$ cat config.mk
export PLATFORM = sky130hd
export DESIGN_NAME = mlp_job_scheduler
export DESIGN_NICKNAME = d
export VERILOG_FILES = /design/src/rtl/mlp_job_scheduler.sv
export SDC_FILE = /design/constraint.sdc
export NUM_CORES = 1
export LEC_CHECK = 0
export ABC_AREA = 0
export ABC_CLOCK_PERIOD_IN_PS = 17370
export CAP_MARGIN = 15
export CORE_MARGIN = 3
export CORE_UTILIZATION = 30
export CTS_CLUSTER_DIAMETER = 120
export CTS_CLUSTER_SIZE = 24
export DETAILED_ROUTE_END_ITERATION = 10
export PLACE_DENSITY = 0.65
export SYNTH_ARGS = -nofsm -noshare
export SYNTH_HDL_FRONTEND = slang
export SYNTH_SLANG_ARGS = --single-unit
$ cat constraint.sdc
create_clock -name clk -period 17.37 [get_ports clk]
set_input_delay 5.211 -clock clk [delete_from_list [all_inputs] [get_ports clk]]
set_output_delay 5.211 -clock clk [all_outputs]
set_load 0.1 [all_outputs]
$ cat src/rtl/mlp_job_scheduler.sv
// Two-requester round-robin job scheduler in front of mlp_top: loads one 2x2 weight tile and
// NUM_ACT_ROWS activation words per job, starts the MLP and reports done or timeout.
module mlp_job_scheduler #(
    parameter int NUM_ACT_ROWS   = 4,
    parameter int TIMEOUT_CYCLES = 255
) (
    input  logic                            clk,
    input  logic                            reset,
    input  logic [1:0]                      req_valid,
    output logic [1:0]                      req_ready,
    input  logic [1:0][31:0]                req_weights,
    input  logic [1:0][16*NUM_ACT_ROWS-1:0] req_acts,
    output logic                            wf_reset,
    output logic                            wf_push_col0,
    output logic                            wf_push_col1,
    output logic [7:0]                      wf_data_in,
    output logic                            init_act_valid,
    output logic [15:0]                     init_act_data,
    output logic                            start_mlp,
    output logic                            weights_ready,
    input  logic [3:0]                      mlp_state,
    input  logic                            layer_complete,
    output logic                            mlp_reset,
    output logic                            done_valid,
    output logic                            done_id,
    output logic                            done_timeout,
    output logic                            busy
);

    localparam int TW = $clog2(TIMEOUT_CYCLES + 1);
    localparam int IW = (NUM_ACT_ROWS > 4) ? $clog2(NUM_ACT_ROWS) : 2;

    typedef enum logic [3:0] {
        S_IDLE, S_CLR, S_PUSH, S_ACT, S_START, S_WAIT, S_DONE, S_DRAIN, S_ABORT
    } state_t;

    state_t                         state, state_n;
    logic [IW-1:0]                  idx, idx_n;
    logic [TW-1:0]                  tcnt, tcnt_n, tcnt_inc;
    logic                           last_grant, job_id, grant, accept;
    logic signed [7:0]              w_q [4];
    logic [NUM_ACT_ROWS-1:0][15:0]  acts_q;

    always_comb begin
        grant    = (req_valid == 2'b11) ? ~last_grant : req_valid[1];
        accept   = (state == S_IDLE) && (req_valid != 2'b00) && !reset;
        tcnt_inc = tcnt + TW'(1);
    end

    always_ff @(posedge clk) begin
        if (reset) begin
            state      <= S_IDLE;
            idx        <= '0;
            tcnt       <= '0;
            last_grant <= 1'b1;
            job_id     <= 1'b0;
        end else begin
            state <= state_n;
            idx   <= idx_n;
            tcnt  <= tcnt_n;
            if (accept) begin
                last_grant <= grant;
                job_id     <= grant;
            end
        end
    end

    // Payload is data only: captured on accept, never reset.
    always_ff @(posedge clk) begin
        if (accept) begin
            for (int i = 0; i < 4; i++) w_q[i] <= req_weights[grant][8*i +: 8];
            acts_q <= req_acts[grant];
        end
    end

    always_comb begin
        state_n        = state;
        idx_n          = idx;
        tcnt_n         = tcnt;
        req_ready      = 2'b00;
        wf_reset       = 1'b0;
        wf_push_col0   = 1'b0;
        wf_push_col1   = 1'b0;
        wf_data_in     = 8'h00;
        init_act_valid = 1'b0;
        init_act_data  = 16'h0000;
        start_mlp      = 1'b0;
        weights_ready  = 1'b0;
        mlp_reset      = 1'b0;
        done_valid     = 1'b0;
        done_id        = 1'b0;
        done_timeout   = 1'b0;
        busy           = (state != S_IDLE);
        case (state)
            S_IDLE: begin
                if (accept) begin
                    req_ready[grant] = 1'b1;
                    state_n          = S_CLR;
                end
            end
            S_CLR: begin
                wf_reset = 1'b1;
                idx_n    = '0;
                state_n  = S_PUSH;
            end
            S_PUSH: begin
                // Push order W00, W10, W01, W11: byte index is idx with its two bits swapped.
                wf_push_col0 = ~idx[1];
                wf_push_col1 = idx[1];
                wf_data_in   = w_q[{idx[0], idx[1]}];
                idx_n        = idx + IW'(1);
                if (idx[1:0] == 2'd3) begin
                    idx_n   = '0;
                    state_n = S_ACT;
                end
            end
            S_ACT: begin
                init_act_valid = 1'b1;
                init_act_data  = acts_q[idx];
                idx_n          = idx + IW'(1);
                if (idx == IW'(NUM_ACT_ROWS - 1)) begin
                    idx_n   = '0;
                    state_n = S_START;
                end
            end
            S_START: begin
                start_mlp     = 1'b1;
                weights_ready = 1'b1;
                tcnt_n        = '0;
                state_n       = S_WAIT;
            end
            S_WAIT: begin
                // tcnt_inc counts WAIT cycles including the current one; completion has priority.
                weights_ready = 1'b1;
                tcnt_n        = tcnt_inc;
                if (layer_complete)                          state_n = S_DONE;
                else if (tcnt_inc == TW'(TIMEOUT_CYCLES))    state_n = S_ABORT;
            end
            S_DONE: begin
                done_valid = 1'b1;
                done_id    = job_id;
                state_n    = S_DRAIN;
            end
            S_DRAIN: begin
                if (mlp_state == 4'd0 && !layer_complete) state_n = S_IDLE;
            end
            S_ABORT: begin
                mlp_reset    = 1'b1;
                done_valid   = 1'b1;
                done_timeout = 1'b1;
                done_id      = job_id;
                state_n      = S_IDLE;
            end
            default: state_n = S_IDLE;
        endcase
    end

endmodule

==> impl_metrics.sql <==
INSERT INTO impl_metrics (metric_group, metric, value, unit) VALUES
('finish', 'num-fill-cells', '1704', ''),
('critical_path', 'worst-setup-path-type', 'input port to output port', ''),
('timing', 'tightest_slew', '1040', 'ps'),
('power', 'p_int', '704', 'µW'),
('detailed_routing', 'drt_pass1_iterations', '4', ''),
('detailed_routing', 'route.detailed.vias_per_inst', '4.66', ''),
('die', 'std_cell_rows', '50', ''),
('yosys', 'ys_seq_area_share', '54.7', '%'),
('timing', 'timing.final.crit_period', '13050', 'ps'),
('critical_path', 'timing.critical_path.cells', 'clkdlybuf4s50_1 > a21boi_4 > buf_4 > and2_1 > clkdlybuf4s50_1', ''),
('global_routing', 'use_met2', '26.4', '%'),
('power', 'p_per_area', '116', 'mW/mm²'),
('clock_network', 'clk_root_buffer_cell', 'sky130_fd_sc_hd__clkbuf_16', ''),
('finish', 'fin_util', '47.7', '%'),
('global_routing', 'wire_length_of_the_first_global_routing_pass', '24.6', 'mm'),
('timing', 'report.final.setup_viol', '0', ''),
('clock_network', 'cts_hold_buf', '0', ''),
('clock_network', 'clkSlewWorstSetupHoldPaths', '50', 'ps'),
('global_routing', 'grt_use_met1', '17.6', '%'),
('timing', 'rsz_0062_raised_after_global_routing', 'no', ''),
('critical_path', 'setup.worst_path.start_class', 'input port', ''),
('timing', 'fmax', '76.6', 'MHz'),
('die', 'die_h', '147', 'µm'),
('clock_network', 'total_number_of_h_tree_levels', '4', ''),
('finish', 'syn2layout_area_growth', '53.7', '%'),
('clock_network', 'cts_setup_buffers', '0', ''),
('die', 'die_ar', '0.0215', 'mm²'),
('status', 'run_status', 'completed', ''),
('global_routing', 'largest_net_degree_at_the_start_of_global_routing', '61', ''),
('yosys', 'syn_area', '0.00593', 'mm²'),
('place', 'globalplace.congestion', '0.752', ''),
('yosys', 'synth_edf_count', '96', ''),
('clock_network', 'tritoncts', 'yes', ''),
('global_routing', 'grt.overflow.total', '0', ''),
('die', 'die_w', '147', 'µm'),
('yosys', 'postSynthRegisterBits', '114', ''),
('global_routing', 'grt_util_all_layers', '15.1', '%'),
('critical_path', 'crit_path_max_incr_delay', '1140', 'ps'),
('power', 'power.share.sequential', '36.4', '%'),
('die', 'fp.coreArea', '0.0191', 'mm²'),
('critical_path', 'timing.critical_path.required', '12160', 'ps'),
('detailed_routing', 'drc_errors', '0', ''),
('detailed_routing', 'detailedRoute.firstIterationViolations', '162', ''),
('power', 'clkPwrFrac', '31.3', '%'),
('finish', 'nets', '855', ''),
('timing', 'clock_skew', '9.92', 'ps'),
('detailed_routing', 'wire_per_inst', '17.2', 'µm'),
('timing', 'slew-limit-headroom', '30.5', '%'),
('critical_path', 'path_common_cell', 'sky130_fd_sc_hd__clkdlybuf4s50_1', ''),
('yosys', 'synth_flop_cell', 'sky130_fd_sc_hd__edfxtp_1', ''),
('global_routing', 'antenna_found_initial', '0', ''),
('yosys', 'synth_cell_type_count', '46', ''),
('power', 'total_power', '1.06', 'mW'),
('power', 'p_sw_share', '33.6', '%'),
('global_routing', 'busiest_layer', 'met2', ''),
('timing', 'timing.final.crit_share', '75.2', '%'),
('place', 'place_hpwl', '11.9', 'mm'),
('critical_path', 'cp-end-kind', 'output port', ''),
('clock_network', 'cts_made_buffers', '17', ''),
('critical_path', 'crit_fanout', '53', ''),
('yosys', 'synth_fp_nets', '622', ''),
('timing', 'fin_hold_viols', '0', ''),
('clock_network', 'clk_path_buf_depth', '2', ''),
('timing', 'setup-tns-final', '0', 'ps'),
('yosys', 'synth.yosys.warnings', '0', ''),
('finish', 'final_layout_size_suffix_gt1_share', '25.3', '%'),
('hold_path', 'type_of_the_tightest_min_delay_check', 'flop to flop', ''),
('die', 'start_util', '31.1', '%'),
('power', 'ir_drop', '0.0502', 'mV'),
('power', 'p_comb_share', '32.4', '%'),
('yosys', 'synth.avg_cell_area', '14.2', 'µm²');
## flip-flops by register name, indices dropped and copies added (netlist names), named ones only
| signal | cells |
|---|---|
| tcnt | 8 |
| acts_q | 64 |
| idx | 2 |
| last_grant | 1 |
| w_q | 32 |
| state | 4 |
| job_id | 1 |
## synthesized netlist by cell type (all sizes together), types with 2 or more instances
cell | number | area, µm²
and3 | 18 | 113
o21a | 3 | 22.5
inv | 6 | 22.5
or3 | 2 | 12.5
buf | 23 | 131
mux2 | 96 | 1080
nor3 | 9 | 55.1
a22oi | 3 | 22.5
or3b | 2 | 17.5
nand2b | 4 | 32.5
and2 | 2 | 12.5
ha | 3 | 37.5
nand3 | 5 | 25.0
clkbuf | 7 | 26.3
dfxtp | 18 | 360
o21ai | 8 | 40.0
nand2 | 12 | 45.0
mux4 | 24 | 541
nor4 | 5 | 31.3
a21boi | 2 | 15.0
nor2b | 10 | 62.6
nor2 | 26 | 100
a311oi | 2 | 17.5
o211ai | 3 | 22.5
a21oi | 13 | 65.1
or2 | 4 | 25.0
edfxtp | 96 | 2880
## stage by stage
| step | worst slack [ps] | cell area (µm²) | hold slack [ps] | instances |
|---|---|---|---|---|
| final | 4320 | 9110 | 489 | 924 |
| after CTS | 4300 | 9110 | 492 | 924 |
| after global routing | 4210 | 9110 | 546 | 924 |
| after floorplan | 1920 | 5930 | 449 | 418 |
| after global placement | 4360 | 8540 | 462 | 892 |
| after detailed placement | 4310 | 8540 | 485 | 892 |
## worst max-delay path, delay by kind of cell
kind            cells  cell delay, ps
simple gates        1             220
buf+inv             3            2180
compound gates      1             190
## layout by cell type, fill, tap and decap left out, types with 8 or more instances in the layout
master                            synthesis  final
sky130_fd_sc_hd__a21oi_1                 13     13
sky130_fd_sc_hd__clkdlybuf4s50_1          0    237
sky130_fd_sc_hd__mux4_2                  24     24
sky130_fd_sc_hd__nand2_1                 12     12
sky130_fd_sc_hd__nor2b_1                 10     10
sky130_fd_sc_hd__edfxtp_1                96     96
sky130_fd_sc_hd__and3_1                  18     18
sky130_fd_sc_hd__nor2_1                  25     25
sky130_fd_sc_hd__inv_6                    0      8
sky130_fd_sc_hd__mux2_2                  96     96
sky130_fd_sc_hd__clkbuf_16                0     17
sky130_fd_sc_hd__dfxtp_1                 18     18
## power by group through the flow
stage	Combinational, mW	Clock (mW)	Sequential (mW)
after floorplan	0.245	0	0.384
after global placement	0.345	0	0.388
after detailed placement	0.347	0	0.392
after CTS	0.348	0.341	0.386
after global routing	0.367	0.356	0.391
final	0.343	0.331	0.385
## metal layers
layer / up-vias / part of all wire [%]
met5: - / 0
met4: 0 / 1.1
met3: 14 / 5.6
met2: 142 / 54
met1: 2062 / 40
li1: 2084 / -
## final timing paths
path              slack [ps]  depth (start not counted)                   to                  start
setup / recovery        4320                          5         req_ready[1]           req_valid[1]
hold / removal           490                          2  job_id$_SDFFE_PP0P_    job_id$_SDFFE_PP0P_
setup reg to reg       14100                          5  w_q[3][7]$_DFFE_PP_  state[2]$_SDFFE_PP0P_
hold reg to reg          490                          2  job_id$_SDFFE_PP0P_    job_id$_SDFFE_PP0P_
## cells by family after synthesis
family / Yosys count / synth area share (%)
AND/OR/NAND/NOR: 104 / 9.75
AO/OA/AOI/OAI: 39 / 4.20
multiplexers: 121 / 27.5
adder cells (fa/ha/maj): 3 / 0.633
flip-flops: 114 / 54.7
XOR/XNOR: 1 / 0.148
buffers and inverters: 36 / 3.04
## area by class of cell
| type | count | area (µm²) | share of cell area, % |
|---|---|---|---|
| sequential | 114 | 3240 | 35.6 |
| multi-input combinational | 268 | 2520 | 27.7 |
| timing repair buffer | 244 | 2420 | 26.6 |
| clock buffer | 17 | 425 | 4.67 |
| tap | 260 | 325 | 3.57 |
| clock inverter | 15 | 145 | 1.59 |
| inverter | 6 | 22.5 | 0.247 |
Note: power is estimated with default switching activity, not from simulation.
